===== src/rtl/decodificador_obstaculos.sv =====
// Decodes the 7-seg pattern at the hero column to an obstacle/bonus index; tracks score, lives, game over.
// Latency: one register stage (strobe at edge N -> results at N+1). No backpressure: accepts a strobe every cycle.
module decodificador_obstaculos #(
    parameter int VIDAS_INI  = 3,
    parameter int INVULN_CYC = 8,
    parameter int SCORE_W    = 10
) (
    input  logic               clk,
    input  logic               rst,
    input  logic               clear,
    input  logic               seg_valid,
    input  logic [6:0]         seg,
    input  logic [6:0]         hero_seg,
    output logic               out_valid,
    output logic [3:0]         idx,
    output logic               es_bonus,
    output logic               choque,
    output logic [SCORE_W-1:0] puntos,
    output logic [1:0]         vidas,
    output logic               game_over
);
    typedef enum logic [1:0] {JUGANDO, INVULNERABLE, FIN} estado_t;

    localparam int CNT_W = $clog2(INVULN_CYC + 1);

    estado_t            estado;
    logic [CNT_W-1:0]   cnt;
    logic [3:0]         idx_dec;
    logic               contacto;
    logic               es_obst;
    logic               es_bon;
    logic               golpe;
    logic [SCORE_W:0]   inc;
    logic [SCORE_W:0]   suma;
    logic [SCORE_W-1:0] puntos_sat;

    always_comb begin
        case (seg)
            7'b0001111: idx_dec = 4'd0;
            7'b1100011: idx_dec = 4'd1;
            7'b0111000: idx_dec = 4'd2;
            7'b0010011: idx_dec = 4'd3;
            7'b1000001: idx_dec = 4'd4;
            7'b0111111: idx_dec = 4'd5;
            7'b0110110: idx_dec = 4'd6;
            7'b0010101: idx_dec = 4'd7;
            7'b0110001: idx_dec = 4'd8;
            7'b1111110: idx_dec = 4'd9;
            7'b0110000: idx_dec = 4'd10;
            7'b1101101: idx_dec = 4'd11;
            7'b1111001: idx_dec = 4'd12;
            default:    idx_dec = 4'hF;
        endcase
    end

    assign contacto = |(seg & hero_seg);
    assign es_obst  = (idx_dec <= 4'd9);
    assign es_bon   = (idx_dec >= 4'd10) && (idx_dec <= 4'd12);
    assign golpe    = seg_valid && (estado == JUGANDO) && es_obst && contacto;

    always_comb begin
        inc = '0;
        if (es_obst && !contacto) begin
            inc = (SCORE_W+1)'(1);
        end else if (es_bon && contacto) begin
            case (idx_dec)
                4'd10:   inc = (SCORE_W+1)'(10);
                4'd11:   inc = (SCORE_W+1)'(20);
                default: inc = (SCORE_W+1)'(30);
            endcase
        end
    end

    // One extra bit catches the carry; clamp instead of wrapping.
    assign suma       = {1'b0, puntos} + inc;
    assign puntos_sat = suma[SCORE_W] ? {SCORE_W{1'b1}} : suma[SCORE_W-1:0];

    always_ff @(posedge clk or posedge rst) begin
        if (rst) begin
            estado    <= JUGANDO;
            cnt       <= '0;
            out_valid <= 1'b0;
            idx       <= 4'hF;
            es_bonus  <= 1'b0;
            choque    <= 1'b0;
            puntos    <= '0;
            vidas     <= 2'(VIDAS_INI);
            game_over <= 1'b0;
        end else if (clear) begin
            estado    <= JUGANDO;
            cnt       <= '0;
            out_valid <= 1'b0;
            idx       <= 4'hF;
            es_bonus  <= 1'b0;
            choque    <= 1'b0;
            puntos    <= '0;
            vidas     <= 2'(VIDAS_INI);
            game_over <= 1'b0;
        end else begin
            out_valid <= seg_valid;
            es_bonus  <= 1'b0;
            choque    <= 1'b0;
            if (seg_valid) begin
                idx <= idx_dec;
                if (estado != FIN) begin
                    puntos   <= puntos_sat;
                    es_bonus <= es_bon && contacto;
                end
            end
            if (golpe) begin
                choque <= 1'b1;
                vidas  <= vidas - 2'd1;
                if (vidas == 2'd1) begin
                    estado    <= FIN;
                    game_over <= 1'b1;
                    cnt       <= '0;
                end else begin
                    estado <= INVULNERABLE;
                    cnt    <= CNT_W'(INVULN_CYC);
                end
            end else if (estado == INVULNERABLE) begin
                // Leaving on the count of 1 makes the immunity window exactly INVULN_CYC strobe slots.
                if (cnt <= CNT_W'(1)) begin
                    estado <= JUGANDO;
                    cnt    <= '0;
                end else begin
                    cnt <= cnt - CNT_W'(1);
                end
            end
        end
    end
endmodule


===== config.mk =====
export PLATFORM = sky130hd
export DESIGN_NAME = decodificador_obstaculos
export DESIGN_NICKNAME = d
export VERILOG_FILES = /design/src/rtl/decodificador_obstaculos.sv
export SDC_FILE = /design/constraint.sdc
export NUM_CORES = 1
export LEC_CHECK = 0
export CAP_MARGIN = 20
export CORE_MARGIN = 2
export CORE_UTILIZATION = 57
export CTS_CLUSTER_DIAMETER = 150
export DETAILED_ROUTE_END_ITERATION = 10
export DONT_BUFFER_PORTS = 1
export PLACE_DENSITY_LB_ADDON = 0.08
export SYNTH_ARGS = -nofsm -noshare
export SYNTH_HDL_FRONTEND = slang
export SYNTH_SLANG_ARGS = --single-unit

===== constraint.sdc =====
create_clock -name clk -period 2.13 [get_ports clk]
set_clock_uncertainty 0.1 [all_clocks]
set_input_delay 0.426 -clock clk [delete_from_list [all_inputs] [get_ports clk]]
set_output_delay 0.426 -clock clk [all_outputs]
set_load 0.005 [all_outputs]

==> flow_summary.yaml <==
drt:
  wl_per_cell_um: 15.9
  drc_errors: 0
  vias_per_cell: 6.06
  drt-pass1-iter-count: 4
  ant_nets: 0
  wirelength_um: 4500
  drtIter0Drc: 154
  vias: 1708
synth:
  synth_area_um2: 1910
  syn_nets: 236
  synth_seq_cells: 26
  synth_cells: 209
  synth_area_leaders: "dfrtp_1, dfstp_2, ha_1"
  synthArstFlopShare_pct: 100
  syn_avg_cell_area_um2: 9.12
  yosysUniqueCellTypes: 66
  yosysTopAreaCell: "dfrtp_1"
  ys.flop_type: "dfrtp_1"
  ys_seq_area_share_pct: 34.5
  yosys_warnings: 0
  synth_top_area_share_pct: 26.3
  synth-edff-count: 0
critical_path:
  crit_buf_inv: 0
  path_cells: "or3_4 -> a211oi_4 -> nor3b_4 -> a211oi_4 -> and2b_2 -> ha_4 -> fa_2 -> a21o_1 -> a21oi_2 -> o21bai_2 -> nor2b_4 -> o41ai_2 -> a21oi_1"
  cp_max_fo: 11
  crit_slowest_cell: "or3_4"
  critical_path.top_delay_family: "compound AO/OA/AOI/OAI gates"
  slowest_delay_ns: 0.38
  critical_path_required_ns: 2.25
  path_class: "in -> reg"
  crit_top_cell: "a211oi_4"
  setup.worst_path.end_class: "flop"
  worstSetupStartpointType: "input pin"
  critical_path_arrival_ns: 3.10
cells_and_area:
  multi_input_area_um2: 1300
  postLayoutCellArea_um2: 2390
  area.growth.synth_to_final_pct: 25.4
  drive_above_1_share_pct: 37.0
  final_common_cell: "buf_4"
  utilization_pct: 76.4
  diodes: 0
  fill_cells: 215
  fin_nets: 266
  mostFrequentLayoutCells: "buf_4, nand2_1, dfrtp_1"
  ff_latch_area_um2: 658
sta:
  finalHoldViolCount: 0
  finalCritPeriodShare_pct: 140
  slew_headroom_pct: 67.7
  tightest_slew_ns: 0.484
  setup_viol: 10
  fin_ws_ns: -0.852
  period_needed_ns: 2.98
  slew_viol_final: 0
  max_freq_mhz: 335
  rsz0062_at_grt: "yes"
global_routing:
  globalRoute.totalOverflow: 0
  track_usage_pct: 25.6
  grt_pass1_wl_um: 7430
  grt_pass1_vias: 1667
  grt_max_degree: 27
  antenna_found_initial: 0
floorplan:
  chipWidth_um: 61.8
  die_y_um: 61.8
  ios: 38
  die_area_um2: 3820
  row_count: 20
  start_util_pct: 60.9
  coreArea_um2: 3130
placement:
  gp_congestion: 0.871
  dpl-instance-area_um2: 2200
  place.port_buffers: 0
  dp_hpwl_um: 3280
flow_run:
  max_cap_viol_count: 0
clock_network:
  cts_buffers: 3
  cts_sinks: 26
  clk_latency_ns: 0.33
  htreeDepth: 1
  clockRootBuffer: "clkbuf_4"
  cts_tree: "yes"
  cts.path.max_buffers: 2
  path_clk_slew_ns: 0.15
outcome:
  outcome: "complete, but fails checks"
  violations: "negative setup slack"
power:
  powerDensity_nw_per_um2: 408
  ir_worst_vdd_mv: 0.362
  leakage_uw: 0.00106
min_path:
  hold_path_class: "in -> reg"
repair_timing:
item                                    in CTS  in global routing
gates resized for setup                     16                  5
endpoints found under the setup margin      10                 10
pin swaps                                   14                  6
hold buffers                                 1                  0
hold endpoints to repair                    20                  0
setup buffers                                1                  1
cells in the mapped netlist, drive strengths merged, types with 4 or more instances:
library cell  number
nand2             20
nand2b             4
o21ai             13
ha                 8
nor3              11
dfstp              6
a21o               4
nor3b              4
buf                9
inv               10
dfrtp             20
nor2              14
a21oi             13
a31oi              5
kinds of logic after synthesis:
kind of cell               Yosys count  share of synthesized area, %
DFF                                 26                          34.5
muxes                                4                          2.36
xor gates and xnor gates             4                          1.84
AOI/OAI and AO/OA                   59                          21.5
buffers and inverters               21                          6.37
and+or+nand+nor                     86                          27.1
adders and majority gates            9                          6.30
cell type report:
class | count | share of cell area [%]
Clock buffer | 3 | 0.942
Inverter | 10 | 1.57
Clock inverter | 1 | 1.26
Timing Repair Buffer | 36 | 11.9
Tap cell | 44 | 2.30
Multi-Input combinational cell | 162 | 54.5
Sequential cell | 26 | 27.5
through the flow:
step	worst slack [ns]	setup TNS (ns)	hold slack, ns	total power (uW)	instances
finish	-0.852	-8.08	0.0306	974	282
global route	-0.944	-9.00	0.0102	1010	282
CTS	-0.824	-7.97	0.0321	981	281
detailed placement	-1.40	-14.48	0.294	627	275
global placement	-1.27	-13.13	0.285	622	275
floorplan	-1.33	-12.10	0.362	624	209
worst paths after layout:
kind / depth (start not counted) / to / slack (ns) / start
setup reg to reg: 8 / puntos[9]$_DFFE_PP0P_ / 0 / puntos[0]$_DFFE_PP0P_
hold reg to reg: 2 / vidas[1]$_DFFE_PP1P_ / 0.45 / vidas[1]$_DFFE_PP1P_
min in group asynchronous: 3 / puntos[8]$_DFFE_PP0P_ / 0.47 / rst
max in group asynchronous: 3 / idx[2]$_DFFE_PP1P_ / 1.16 / rst
hold / removal: 1 / puntos[8]$_DFFE_PP0P_ / 0.03 / clear
setup / recovery: 13 / puntos[9]$_DFFE_PP0P_ / -0.85 / seg[1]
state kept, by name, indices dropped and copies added (netlist names), 2 cells and up:
signal / count
cnt: 4
idx: 4
puntos: 10
estado: 2
vidas: 2
worst reg2reg max path: cells and delay by family, from the launching register on:
kind	cells	cell delay, ns
and+or+nand+nor	1	0.15
adders and majority gates	2	0.52
DFF	1	0.45
AOI/OAI and AO/OA	5	0.81
power breakdown:
group | leakage (uW) | switching (uW) | internal [uW]
combinational | 0.000688 | 59.2 | 58.8
clock | 0.0000279 | 158 | 190
sequential | 0.000341 | 5.99 | 502
total | 0.00106 | 223 | 751
per-layer routing:
metal | routed length, um | GRT usage (%) | vias up
met3 | 265 | 4.76 | 2
met4 | 13 | 4.56 | 0
met1 | 1980 | 34.5 | 821
met2 | 2240 | 43.5 | 60
li1 | - | - | 825
met5 | 0 | 0 | -
Power figures use the tool's default switching activity.
